[src/rtl/freq_meter_pkg.sv]
// Shared types and constants for the gated-count frequency meter.
package freq_meter_pkg;

  typedef enum logic [1:0] {
    WAIT_LOCK = 2'd0,
    SETTLE    = 2'd1,
    GATE      = 2'd2
  } state_t;

  localparam int AVG_WINDOWS = 4;
  localparam int AVG_SHIFT   = 2;

endpackage

[src/rtl/sync_edge.sv]
// Two-flop synchronizer with optional registered rising-edge output.
// RISE_OUT=1 gives a one-cycle pulse per rising edge, RISE_OUT=0 the synchronized level.
module sync_edge #(
  parameter bit RISE_OUT = 1'b1
) (
  input  logic clk,
  input  logic rst,
  input  logic d,
  output logic q
);

  logic s_p0;
  logic s_p1;

  always_ff @(posedge clk or posedge rst) begin
    if (rst) begin
      s_p0 <= 1'b0;
      s_p1 <= 1'b0;
    end else begin
      s_p0 <= d;
      s_p1 <= s_p0;
    end
  end

  generate
    if (RISE_OUT) begin : g_rise
      logic s_p2;
      logic rise_p2;

      // p1 -> p2: registered edge detect on the synchronized level
      always_ff @(posedge clk or posedge rst) begin
        if (rst) begin
          s_p2    <= 1'b0;
          rise_p2 <= 1'b0;
        end else begin
          s_p2    <= s_p1;
          rise_p2 <= s_p1 & ~s_p2;
        end
      end

      assign q = rise_p2;
    end else begin : g_level
      assign q = s_p1;
    end
  endgenerate

endmodule

[src/rtl/freq_meter.sv]
// Gated-count frequency meter: counts sig_in rising edges over GATE_CYCLES clkin cycles.
// Define FREQ_METER_AVG_EN to publish the average of every AVG_WINDOWS windows instead.
module freq_meter
  import freq_meter_pkg::*;
#(
  parameter int GATE_CYCLES   = 50_000_000,
  parameter int SETTLE_CYCLES = 1024,
  parameter int CNT_W         = 32
) (
  input  logic             clkin,
  input  logic             reset,
  input  logic             lock,
  input  logic             sig_in,
  output logic [CNT_W-1:0] freq_out,
  output logic             freq_valid,
  output logic             freq_ovf,
  output logic             busy
);

  localparam int GATE_W   = $clog2(GATE_CYCLES);
  localparam int SETTLE_W = (SETTLE_CYCLES > 1) ? $clog2(SETTLE_CYCLES) : 1;
  localparam logic [GATE_W-1:0]   GATE_LAST   = GATE_W'(GATE_CYCLES - 1);
  localparam logic [SETTLE_W-1:0] SETTLE_LAST = SETTLE_W'(SETTLE_CYCLES - 1);

  // Returns {lost_edge, next_count}; the count sticks at all-ones.
  function automatic logic [CNT_W:0] sat_inc(input logic [CNT_W-1:0] cnt, input logic inc);
    if (inc && (&cnt))
      return {1'b1, cnt};
    else
      return {1'b0, cnt + CNT_W'(inc)};
  endfunction

  logic lock_s;
  logic sig_rise;

  sync_edge #(.RISE_OUT(1'b0)) u_lock_sync (
    .clk (clkin),
    .rst (reset),
    .d   (lock),
    .q   (lock_s)
  );

  sync_edge #(.RISE_OUT(1'b1)) u_sig_sync (
    .clk (clkin),
    .rst (reset),
    .d   (sig_in),
    .q   (sig_rise)
  );

  state_t              state;
  logic [SETTLE_W-1:0] settle_cnt;
  logic [GATE_W-1:0]   gate_cnt;
  logic [CNT_W-1:0]    edge_cnt;
  logic                sat;

  logic [CNT_W:0]   inc_res;
  logic [CNT_W-1:0] win_cnt;
  logic             win_ovf;
  logic             win_last;

  // The closing cycle's edge is folded into the result so no edge is lost at the boundary.
  always_comb begin
    inc_res  = sat_inc(edge_cnt, sig_rise);
    win_cnt  = inc_res[CNT_W-1:0];
    win_ovf  = sat | inc_res[CNT_W];
    win_last = (gate_cnt == GATE_LAST);
  end

`ifdef FREQ_METER_AVG_EN
  localparam int ACC_W = CNT_W + AVG_SHIFT;
  localparam int IDX_W = $clog2(AVG_WINDOWS);
  localparam logic [IDX_W-1:0] IDX_LAST = IDX_W'(AVG_WINDOWS - 1);

  logic [ACC_W-1:0] acc;
  logic [ACC_W-1:0] acc_sum;
  logic [IDX_W-1:0] win_idx;
  logic             acc_ovf;

  assign acc_sum = acc + ACC_W'(win_cnt);
`endif

  always_ff @(posedge clkin or posedge reset) begin
    if (reset) begin
      state      <= WAIT_LOCK;
      settle_cnt <= '0;
      gate_cnt   <= '0;
      edge_cnt   <= '0;
      sat        <= 1'b0;
      freq_out   <= '0;
      freq_valid <= 1'b0;
      freq_ovf   <= 1'b0;
      busy       <= 1'b0;
`ifdef FREQ_METER_AVG_EN
      acc        <= '0;
      win_idx    <= '0;
      acc_ovf    <= 1'b0;
`endif
    end else begin
      freq_valid <= 1'b0;
      case (state)
        WAIT_LOCK: begin
          settle_cnt <= '0;
          gate_cnt   <= '0;
          edge_cnt   <= '0;
          sat        <= 1'b0;
          busy       <= 1'b0;
`ifdef FREQ_METER_AVG_EN
          acc        <= '0;
          win_idx    <= '0;
          acc_ovf    <= 1'b0;
`endif
          if (lock_s) state <= SETTLE;
        end

        SETTLE: begin
          if (!lock_s) begin
            state      <= WAIT_LOCK;
            settle_cnt <= '0;
          end else if (settle_cnt == SETTLE_LAST) begin
            state      <= GATE;
            settle_cnt <= '0;
            gate_cnt   <= '0;
            edge_cnt   <= '0;
            sat        <= 1'b0;
            busy       <= 1'b1;
          end else begin
            settle_cnt <= settle_cnt + SETTLE_W'(1);
          end
        end

        GATE: begin
          // Lock loss takes priority over a window closing in the same cycle.
          if (!lock_s) begin
            state    <= WAIT_LOCK;
            busy     <= 1'b0;
            gate_cnt <= '0;
            edge_cnt <= '0;
            sat      <= 1'b0;
          end else if (win_last) begin
            gate_cnt <= '0;
            edge_cnt <= '0;
            sat      <= 1'b0;
`ifdef FREQ_METER_AVG_EN
            if (win_idx == IDX_LAST) begin
              freq_out   <= CNT_W'(acc_sum >> AVG_SHIFT);
              freq_ovf   <= acc_ovf | win_ovf;
              freq_valid <= 1'b1;
              acc        <= '0;
              win_idx    <= '0;
              acc_ovf    <= 1'b0;
            end else begin
              acc        <= acc_sum;
              win_idx    <= win_idx + IDX_W'(1);
              acc_ovf    <= acc_ovf | win_ovf;
            end
`else
            freq_out   <= win_cnt;
            freq_ovf   <= win_ovf;
            freq_valid <= 1'b1;
`endif
          end else begin
            gate_cnt <= gate_cnt + GATE_W'(1);
            edge_cnt <= win_cnt;
            sat      <= win_ovf;
          end
        end

        default: begin
          state <= WAIT_LOCK;
          busy  <= 1'b0;
        end
      endcase
    end
  end

endmodule

[config.mk]
export PLATFORM = sky130hd
export DESIGN_NAME = freq_meter
export DESIGN_NICKNAME = d
export VERILOG_FILES = /design/src/rtl/freq_meter_pkg.sv /design/src/rtl/sync_edge.sv /design/src/rtl/freq_meter.sv
export SDC_FILE = /design/constraint.sdc
export NUM_CORES = 1
export LEC_CHECK = 0
export ABC_AREA = 1
export CAP_MARGIN = 15
export CORE_MARGIN = 5
export CORE_UTILIZATION = 42
export DETAILED_ROUTE_END_ITERATION = 16
export PLACE_DENSITY = 0.6
export SKIP_CTS_REPAIR_TIMING = 1
export SLEW_MARGIN = 20
export SYNTH_ARGS = -nofsm -noshare
export SYNTH_HDL_FRONTEND = slang
export SYNTH_SLANG_ARGS = --single-unit
[constraint.sdc]
create_clock -name clkin -period 13.4 [get_ports clkin]
set_input_delay 4.02 -clock clkin [delete_from_list [all_inputs] [get_ports clkin]]
set_output_delay 4.02 -clock clkin [all_outputs]
set_load 0.005 [all_outputs]
==> results.cfg <==
[status]
status = finished, final reports clean

[clocking]
cts_tree = built
cts_buffers = 9
ctsLongestPathBuffers = 2
h-tree-depth = 3
numClockSinks = 112
path_clk_slew_ns = 0.07
clk-insertion-delay-late_ns = 0.36
cts-root-buf = clkbuf_16

[setup_path]
crit_buf_inv = 1
end_kind = output pin
arrival_ns = 1.21
critical_path_depth = 1
path_max_fanout = 2
crit_path_start_kind = flip-flop
crit_chain = clkdlybuf4s50_1
reg2reg_depth = 8
path_delay_family = buffers and inverters
cp.required_ns = 9.38
critPathMaxStageDelay_ns = 0.50
critPathKind = flip-flop to output pin
crit_path_top_delay_cell = clkdlybuf4s50_1

[sta]
finalCritPeriodShare_pct = 39.1
max-slew-margin-rel_pct = 48.7
hold_viol_final = 0
fin_tns_setup_ns = 0
setup_viol = 0
max_freq_mhz = 191
worstMarginPinSlew_ns = 0.769
rsz0062_at_grt = no
skew_ns = 0.0105
period_needed_ns = 5.23
worst_slack_ns = 8.17
drv_slew = 0

[run]
drv_cap = 0

[drt]
wl_per_cell_um = 13.5
drc = 0
drtIter0Drc = 310
finalWirelength_mm = 15.2
antenna_left = 0
vias = 5553
drtPass1Iterations = 7
via_per_inst = 4.93

[final_layout]
layout_commonest_cell = nand2_1
layout_common_cells = 398 x nand2_1, 112 x dfrtp_1, 103 x nor2_1
layout-drive-gt1-share_pct = 6.72
area_delta_synth_final_pct = 12.9
fin_nets = 942
diodes = 0

[synthesis]
syn_area_mm2 = 0.00637
ys_ff_latch = 112
syn_inst = 902
syn_nets = 910
synth_top_cell_area_share_pct = 44.0
synth_edf_count = 0
synth_area_leaders = dfrtp_1 44%, nand2_1 23%, nor2_1 6.1%
synth_area_leader_cell = dfrtp_1
avgSynthCellArea_um2 = 7.06
ys_types = 35
synthFlopType = dfrtp_1
synthArstFlopShare_pct = 100
yosys_warnings = 0
seq_area_frac_synth_pct = 44.0

[hold_path]
hp-class = flip-flop to flip-flop
hold-path-cell-count = 0

[die]
dieWidth_um = 133
rows = 45
die_h_um = 133
core_area_mm2 = 0.0150
die_area_mm2 = 0.0177
design.portCount = 39
start_util_pct = 42.4

[placement]
port_buffers = 38
pre_cts_slack_ns = 7.53
gp_congestion = 0.895
dp_hpwl_mm = 10.9

[power]
p_leak_uw = 0.00340
power.density_mw_per_mm2 = 92.4
pwr-share-seq_pct = 51.3
swShare_pct = 23.3
ir_drop_mv = 0.0635
p_comb_share_pct = 4.9
p_int_uw = 510
switchingPower_uw = 155
clockPowerShare_pct = 43.8

[grt]
grt_start_max_net_pins = 80
overflow = 0
grt_pass1_vias = 5535
grt_pass1_wl_mm = 26.5
antenna_found_initial = 0
grt_usage_pct = 18.2
-- flip-flops by register name (all words and copies together), names as in the netlist --
name and cells:
busy 1, edge_cnt 32, freq_out 32, freq_ovf 1, freq_valid 1, gate_cnt 26
sat 1, settle_cnt 10, state 2, u_lock_sync.q 1, u_lock_sync.s_p0 1, u_sig_sync.g_rise.s_p2 1
u_sig_sync.q 1, u_sig_sync.s_p0 1, u_sig_sync.s_p1 1
-- layer usage --
layer  vias to the layer above  global-route usage (%)  routed length, um
met5                         -                       0                  0
met4                         0                    5.20                285
met3                        22                    4.19                549
met2                       102                    31.5               7430
met1                      2557                    22.7               6970
li1                       2872                       -                  -
-- synth_stat cells, types with 2 or more instances --
cell type and number:
o21ai_1 3, ha_1 4, nand2_1 398, xnor2_1 4, buf_4 2, nor2_2 10
clkbuf_1 4, inv_2 7, inv_1 63, nor3_1 15, nand3_1 65, xor2_1 18
nor2_4 3, buf_6 9, nand3b_1 6, dfrtp_1 112, nand4_1 15, nand4_2 2
a21oi_1 7, nand2_2 8, nand3_2 2, nor2_1 103, or2_2 3, o21ai_0 21
buf_2 7, nor3_4 2
-- kinds of logic (layout without fill, tap and decap cells) --
family / after synthesis / in the layout / share of synthesized area [%]
xor+xnor: 22 / 22 / 3.03
buf+inv: 93 / 129 / 6.84
simple gates: 636 / 636 / 42.4
flops: 112 / 112 / 44.0
compound gates: 35 / 35 / 2.91
fa+ha+maj: 4 / 4 / 0.786
-- per-stage QoR --
step,util (%),area [um^2],total power [uW],instances,hold WS [ns]
6_report,47.8,7190,664,1126,0.360
4_1_cts,47.8,7190,674,1126,0.367
3_5_place_dp,45.7,6870,381,1111,0.349
5_1_grt,47.8,7190,690,1126,0.373
2_1_floorplan,-,6370,370,902,0.331
3_3_place_gp,45.7,6870,381,1111,0.331
-- power by group through the flow --
stage / logic [uW] / clock network [uW] / registers (uW)
2_1_floorplan: 22.8 / 0 / 348
3_3_place_gp: 33.5 / 0 / 348
3_5_place_dp: 33.3 / 0 / 348
4_1_cts: 33.4 / 300 / 341
5_1_grt: 36.9 / 312 / 341
6_report: 32.4 / 291 / 341
-- path summary, 6_finish.rpt --
path / from / to / slack (ns)
worst min register to register: u_lock_sync.s_p0$_DFF_PP0_ / u_lock_sync.q$_DFF_PP0_ / 0.36
worst min-delay path: u_lock_sync.s_p0$_DFF_PP0_ / u_lock_sync.q$_DFF_PP0_ / 0.36
max in group asynchronous: reset / freq_out[13]$_DFFE_PP0P_ / 8.34
min in group asynchronous: reset / freq_out[2]$_DFFE_PP0P_ / 4.02
worst max register to register: u_lock_sync.q$_DFF_PP0_ / gate_cnt[11]$_DFFE_PP0P_ / 11.13
worst max-delay path: busy$_DFFE_PP0P_ / busy / 8.17
-- cell type report --
class	count	area [um^2]
Clock buffer	9	225
Clock inverter	6	92.6
Fill cell	1536	7840
Inverter	71	272
Multi-Input combinational cell	697	3140
Sequential cell	112	2800
Tap cell	188	235
Timing Repair Buffer	43	422
(Power assumes the default switching activity.)
